--- config.mk ---
export PLATFORM = sky130hd
export DESIGN_NAME = contador_param
export DESIGN_NICKNAME = d
export VERILOG_FILES = /design/src/rtl/contador_param.sv
export SDC_FILE = /design/constraint.sdc
export NUM_CORES = 1
export LEC_CHECK = 0
export ABC_AREA = 1
export CAP_MARGIN = 20
export CORE_AREA = 2 2 65 67
export CTS_CLUSTER_DIAMETER = 80
export DETAILED_ROUTE_END_ITERATION = 10
export DIE_AREA = 0 0 67 69
export PLACE_DENSITY_LB_ADDON = 0.08
export SLEW_MARGIN = 20
export SYNTH_ARGS = -nofsm -noshare
export SYNTH_HDL_FRONTEND = slang
export SYNTH_SLANG_ARGS = --single-unit
--- constraint.sdc ---
create_clock -name clk -period 5.5 [get_ports clk]
set_clock_uncertainty 0.15 [all_clocks]
set_input_delay 1.1 -clock clk [delete_from_list [all_inputs] [get_ports clk]]
set_output_delay 1.1 -clock clk [all_outputs]
set_load 0.02 [all_outputs]
--- src/rtl/contador_param.sv ---
// contador_param: parametrised up/down counter with programmable modulus, variable step,
// parallel load, count enable, per-cycle wrap/saturate choice, terminal-count pulse and
// sticky overflow/underflow flags. All outputs are registered.
//
// Parameters:
//   WIDTH    counter width in bits (>= 1)
//   MAX_VAL  terminal value, counting range 0..MAX_VAL (1 <= MAX_VAL <= 2**WIDTH-1)
//   STEP_W   width of the step input (<= WIDTH)
//
// Ports:
//   clk        rising-edge clock
//   reset      synchronous active-high reset
//   en         count enable
//   mode       0 = up, 1 = down
//   load       parallel load strobe (beats counting)
//   load_val   value to load, clamped to MAX_VAL
//   step       increment/decrement amount, legal 0..MAX_VAL
//   sat        0 = wrap modulo MAX_VAL+1, 1 = saturate at 0/MAX_VAL
//   clr_flags  clears sticky ovf/unf (a same-edge set wins)
//   q          count value
//   tc         one-cycle pulse after each overflow/underflow event
//   ovf, unf   sticky overflow / underflow flags
//   at_max     q == MAX_VAL
//   at_zero    q == 0
module contador_param #(
  parameter int unsigned WIDTH   = 8,
  parameter int unsigned MAX_VAL = (1 << WIDTH) - 1,
  parameter int unsigned STEP_W  = 4
) (
  input  logic              clk,
  input  logic              reset,
  input  logic              en,
  input  logic              mode,
  input  logic              load,
  input  logic [WIDTH-1:0]  load_val,
  input  logic [STEP_W-1:0] step,
  input  logic              sat,
  input  logic              clr_flags,
  output logic [WIDTH-1:0]  q,
  output logic              tc,
  output logic              ovf,
  output logic              unf,
  output logic              at_max,
  output logic              at_zero
);

  // One extra bit so q + step and q + MAX_VAL + 1 never overflow the arithmetic.
  localparam logic [WIDTH:0] MaxExt = (WIDTH + 1)'(MAX_VAL);
  localparam logic [WIDTH:0] ModExt = MaxExt + 1'b1;

  logic [WIDTH-1:0] q_q, q_d;
  logic             tc_q, tc_d;
  logic             ovf_q, ovf_d;
  logic             unf_q, unf_d;
  logic             at_max_q, at_max_d;
  logic             at_zero_q, at_zero_d;

  logic [WIDTH:0] q_ext, step_ext, load_ext, sum_ext, wrap_up, wrap_dn;
  logic           ovf_evt, unf_evt;

  always_comb begin
    q_ext    = {1'b0, q_q};
    step_ext = (WIDTH + 1)'(step);
    load_ext = {1'b0, load_val};
    sum_ext  = q_ext + step_ext;
    wrap_up  = sum_ext - ModExt;
    wrap_dn  = q_ext + ModExt - step_ext;
    ovf_evt  = (sum_ext > MaxExt);
    unf_evt  = (step_ext > q_ext);
  end

  always_comb begin
    q_d   = q_q;
    tc_d  = 1'b0;
    ovf_d = ovf_q & ~clr_flags;
    unf_d = unf_q & ~clr_flags;
    if (load) begin
      q_d = (load_ext > MaxExt) ? MaxExt[WIDTH-1:0] : load_val;
    end else if (en && (step != '0)) begin
      if (!mode) begin
        if (ovf_evt) begin
          // Pushing into a saturated MAX_VAL still counts as an event.
          q_d   = sat ? MaxExt[WIDTH-1:0] : wrap_up[WIDTH-1:0];
          tc_d  = 1'b1;
          ovf_d = 1'b1;
        end else begin
          q_d = sum_ext[WIDTH-1:0];
        end
      end else begin
        if (unf_evt) begin
          q_d   = sat ? '0 : wrap_dn[WIDTH-1:0];
          tc_d  = 1'b1;
          unf_d = 1'b1;
        end else begin
          q_d = q_q - step_ext[WIDTH-1:0];
        end
      end
    end
    at_max_d  = ({1'b0, q_d} == MaxExt);
    at_zero_d = (q_d == '0);
  end

  always_ff @(posedge clk) begin
    if (reset) begin
      q_q       <= '0;
      tc_q      <= 1'b0;
      ovf_q     <= 1'b0;
      unf_q     <= 1'b0;
      at_max_q  <= 1'b0;
      at_zero_q <= 1'b1;
    end else begin
      q_q       <= q_d;
      tc_q      <= tc_d;
      ovf_q     <= ovf_d;
      unf_q     <= unf_d;
      at_max_q  <= at_max_d;
      at_zero_q <= at_zero_d;
    end
  end

  assign q       = q_q;
  assign tc      = tc_q;
  assign ovf     = ovf_q;
  assign unf     = unf_q;
  assign at_max  = at_max_q;
  assign at_zero = at_zero_q;

endmodule

# --- Yosys cells after proc, flatten, opt, wreduce, memory -nomap -nowiden ---
# Cells that the tools add are included.
totals:
  register_bits: 13
  latchBits: 0
  ramBits: 0
  romBits: 0
  inputBits: 19
  output_inout_bits: 13
  wordCells: 42
  n_memories: 0
classes:
  n_addsub: 5
  n_mul: 0
  div_mod_pow: 0
  n_lt_le_gt_ge: 3
  n_eq_ne: 1
  n_shift: 0
  n_mux: 19
  bitwise_logic: 4
  reduce_logical: 4
ops:
  columns: ["op", "count"]
  rows:
  - ["8-bit 2-to-1 mux", 8]
  - ["8-bit by 4-bit subtractor with 8-bit output", 2]
  - ["1-bit 2-to-1 mux", 11]
  - ["8-bit by 4-bit adder with 9-bit output", 1]
  - ["9-bit by 8-bit > comparator with 1-bit output, second input constant", 1]
  - ["8-bit by 1-bit adder with 8-bit output, second input constant", 1]
  - ["8-bit equality test, second input constant", 1]
  - ["4-bit by 8-bit > comparator with 1-bit output", 1]
  - ["8-bit > comparator, second input constant", 1]
  - ["8-bit logical NOT", 1]
  - ["8-bit by 1-bit subtractor with 8-bit output, second input constant", 1]
  - ["4-bit nonzero test", 1]
  - ["3-bit OR reduction", 1]
  - ["1-bit AND", 2]
  - ["1-bit NOT", 2]
  - ["1-bit logical AND", 1]

# --- Longest topological paths before layout ---
logic_depth:
  ltp_word: 8
  ltp_mapped: 19

# --- Least setup slack after synthesis ---
# Ideal clock, no wire load.
synth_path:
  path_type: "input-to-reg"
  from: "input port step[0]"
  to: "register at_max_q, in the netlist at_max"
  setup_time_ns: 0.111
  arrival_time_ns: 2.568
  required_time_ns: 5.239
  path_slack_ns: 2.671
  stages: 12
  path_buffers: 0
  cell_sequence: "ha_1 > fa_1 > nand3_1 > nand2_2 > nand3_4 > nand3_1 > nand2_1 > nand2_1 > a21boi_0 > nor2_1 > nand3_1 > nor2_1"
synth_via:
  elab_chain_cells: 8
  elab_cells_between_ends: 16
  classes_between: "4 x add/sub; 2 x order compare; 1 x eq/ne; 7 x mux; 2 x reduce/logical"
synth_rtl:
  columns: ["item", "line_no", "rtl"]
  rows:
  - ["from (decl)", "36", "input logic [STEP_W-1:0] step,"]
  - ["8-bit by 4-bit adder with 9-bit output", "65", "sum_ext = q_ext + step_ext;"]
  - ["8-bit by 1-bit subtractor with 8-bit output", "66", "wrap_up = sum_ext - ModExt;"]
  - ["8-bit 2-to-1 mux", "83", "q_d = sat ? MaxExt[WIDTH-1:0] : wrap_up[WIDTH-1:0];"]
  - ["8-bit 2-to-1 mux", "81", "if (ovf_evt) begin"]
  - ["8-bit 2-to-1 mux", "80", "if (!mode) begin"]
  - ["8-bit 2-to-1 mux (*)", "79", "end else if (en && (step != '0)) begin"]
  - ["8-bit 2-to-1 mux (*)", "77", "if (load) begin"]
  - ["8-bit equality test (*)", "99", "at_max_d = ({1'b0, q_d} == MaxExt);"]
  - ["to (signal assigned)", "116", "at_max_q <= at_max_d;"]
  - ["to (decl)", "55", "logic at_max_q, at_max_d;"]
# Mark *: on every way between the ends. The rest lies on a longest branch, timed or not.
# A chain may end at the register's enable or synchronous reset.

# --- Worst setup path after layout ---
# Same ends and word-level chain as after synthesis.

==> impl_metrics.yaml <==
outcome:
  outcome: "finished, final reports clean"
synthesis:
  avgSynthCellArea_sq_um: 5.88
  syn_inst: 243
  ys_types: 26
  synth_fp_nets: 272
  synth_top_family_by_area: "simple AND/OR/NAND/NOR gates"
  syn_area_sq_um: 1430
  ys_warn_count: 0
  yosys.area_share.simple_pct: 49.9
  yosys.area_share.xor_xnor_pct: 1.23
  yosysSeqAreaShare_pct: 18.2
  synth_compound_area_share_pct: 7.36
  synth_adder_area_share_pct: 9.81
  synth-seq-cells: 13
  synthMuxAreaShare_pct: 0
clock_tree:
  post_cts_buffers: 0
  cts_max_level: 1
  cts_buffers: 3
  cts.clk_slew.worst_paths_ns: 0.05
  cts_tree: "done"
  cts_num_sinks: 13
  root_buffer: "clkbuf_8"
  cts_resized: 0
  clk_path_buf_depth: 2
  clock_latency_ns: 0.25
  hold_buffers: 0
timing:
  layout_worst_path_cycle_share_pct: 60.7
  slew_headroom_pct: 60.6
  worstMarginPinSlew_ns: 0.589
  fmax_ghz: 0.300
  slew_viol_final: 0
  min_period_ns: 3.34
  rsz0062_at_grt: "false"
  fin_setup_tns_ns: 0
  finalHoldViolations: 0
  setup_viol: 0
setup_path:
  r2r_start: "q[0]"
  critPathArrivalTime_ns: 3.38
  r2r_slack_ns: 3.06
  crit_required_ns: 5.54
  path_cells: "clkdlybuf4s50_1 -> ha_1 -> fa_1 -> nor2_1 -> nor2_2 -> nand3_2 -> nand2_2 -> inv_2 -> nand2_1 -> nand3_1 -> nand2_1 -> nand2_1 -> nand2_1 -> nor2_1 -> nand3_1 -> nor2_1"
  cpMostUsedCell: "nand2_1"
  critPathCaptureType: "register"
  cp_slowest_stage_delay_ns: 0.45
  crit_path_start_kind: "input pin"
  crit_fanout: 5
  worstSetupPathType: "input pin to register"
  r2r_cells: 16
  critPathSlowestCell: "clkdlybuf4s50_1"
  regToRegEndpoint: "at_max"
detailed_routing:
  routed_via_density: 4.72
  wire_per_inst_um: 11.7
  drt_first_iter_violations: 76
  drc_errors: 0
  ant_nets: 0
  routed-via-count: 1514
  wirelength_um: 3770
  drtPass1Iterations: 4
global_route:
  overflow: 0
  grt_pass1_vias: 1379
  antenna_found_initial: 0
  grt_max_degree: 18
  grt_first_pass_wirelength_um: 6490
  grt_usage_pct: 17.9
power_and_ir_drop:
  leakage_nw: 0.902
  powerDensity_nw_per_um2: 190
  power_frac_seq_pct: 32.3
  power_switching_uw: 128
  clockPowerShare_pct: 25.4
  intPower_uw: 209
  peakVddDrop_mv: 0.0934
  power.total_uw: 337
  pwr-share-comb_pct: 42.3
  p_sw_share_pct: 38.0
placed_design:
  gp_congestion: 0.887
  io_buffers: 31
  hpwl_um: 3100
finish:
  n_antenna_cell: 0
  most-common-layout-cells: "86 x nand2_1, 31 x clkdlybuf4s50_1, 29 x inv_1"
  layout.nets: 301
  syn_to_final_growth_pct: 24.2
  final_layout_size_suffix_gt1_share_pct: 7.75
  mostFrequentLayoutCell: "nand2_1"
flow_run:
  cap_violations: 0
die:
  io-pin-count: 32
  fp.dieW_um: 67
  dieArea_sq_um: 4620
  die_height_um: 69
  coreArea_sq_um: 3910
  rows: 23
  start_util_pct: 36.5
min_path:
  min_to: "ovf"
  hp-class: "register to register"
  hold_depth: 2
  min_from: "ovf"
registers in the layout, summed over array words and instances, names as in the netlist:
signal / flops
tc: 1
at_max: 1
at_zero: 1
ovf: 1
q: 8
unf: 1
cell usage after synthesis:
cell	n	area share, %
clkbuf_1	1	0.26
inv_1	29	7.6
nand2_1	86	23
dfxtp_1	13	18
clkbuf_8	2	1.9
inv_2	3	0.79
o21ai_0	1	0.35
nand3_4	1	1.2
xnor2_1	1	0.61
nand2_2	7	3.1
nor3_4	1	1.1
nand3_2	1	0.70
a21oi_2	2	1.2
ha_1	8	7.0
nand4_1	7	3.1
a21boi_0	1	0.53
buf_4	1	0.53
nor3_1	2	0.70
buf_6	3	2.4
a21oi_1	15	5.3
fa_1	2	2.8
nor2_2	3	1.3
nand3_1	25	8.8
xor2_1	1	0.61
nor2_1	26	6.8
nand3b_1	1	0.53
critical path: cells and delay by family:
family,cells,cell delay (ns)
adder cells (fa/ha/maj),2,0.68
buffers and inverters,2,0.55
AND/OR/NAND/NOR,12,1.02
power by group through the flow:
stage	Sequential (mW)	Combinational (mW)	Clock [mW]
3_3_place_gp	0.111	0.144	0
5_1_grt	0.110	0.163	0.0922
6_report	0.109	0.143	0.0856
3_5_place_dp	0.111	0.142	0
2_1_floorplan	0.113	0.0986	0
4_1_cts	0.109	0.143	0.0880
final cells by class:
| type | count | area, sq um |
|---|---|---|
| fillers | 440 | 2140 |
| multi-input cells | 191 | 976 |
| repair buffers | 31 | 310 |
| flip-flops and latches | 13 | 260 |
| inverters | 32 | 120 |
| well taps | 50 | 62.6 |
| clock buffers | 4 | 45.0 |
stage by stage:
| stage | setup WS, ns | cells | hold slack, ns | utilization (%) | instance area [sq um] |
|---|---|---|---|---|---|
| global route | 1.92 | 321 | 0.345 | 45.3 | 1770 |
| detailed placement | 1.94 | 317 | 0.317 | 44.2 | 1730 |
| global placement | 1.92 | 317 | 0.302 | 44.2 | 1730 |
| finish | 2.16 | 321 | 0.318 | 45.3 | 1770 |
| floorplan | 2.67 | 243 | 0.390 | - | 1430 |
| CTS | 2.19 | 321 | 0.325 | 45.3 | 1770 |
cells by family (layout without fill, tap and decap cells):
kind of cell,Yosys count,count (layout)
adder cells (fa/ha/maj),10,10
AND/OR/NAND/NOR,160,160
XOR/XNOR,2,2
AO/OA/AOI/OAI,19,19
buffers and inverters,39,67
flip-flops,13,13
worst max path at each step:
| stage | start | endpoint | slack (ns) | cells past startpoint |
|---|---|---|---|---|
| global route | step[2] | at_max | 1.92 | 15 |
| floorplan | step[0] | at_max | 2.67 | 12 |
| detailed placement | step[0] | at_max | 1.94 | 16 |
| CTS | step[0] | at_max | 2.19 | 16 |
| finish | step[0] | at_max | 2.16 | 16 |
| global placement | step[3] | at_zero | 1.92 | 16 |
metal layers:
| layer | global-route usage [%] | wire, um | vias to the layer above |
|---|---|---|---|
| met4 | 3.63 | 27 | 0 |
| met5 | 0 | 0 | - |
| met2 | 26.7 | 1710 | 37 |
| li1 | - | - | 820 |
| met1 | 26.2 | 1850 | 652 |
| met3 | 4.08 | 179 | 5 |
Note: power is estimated with default switching activity, not from simulation.
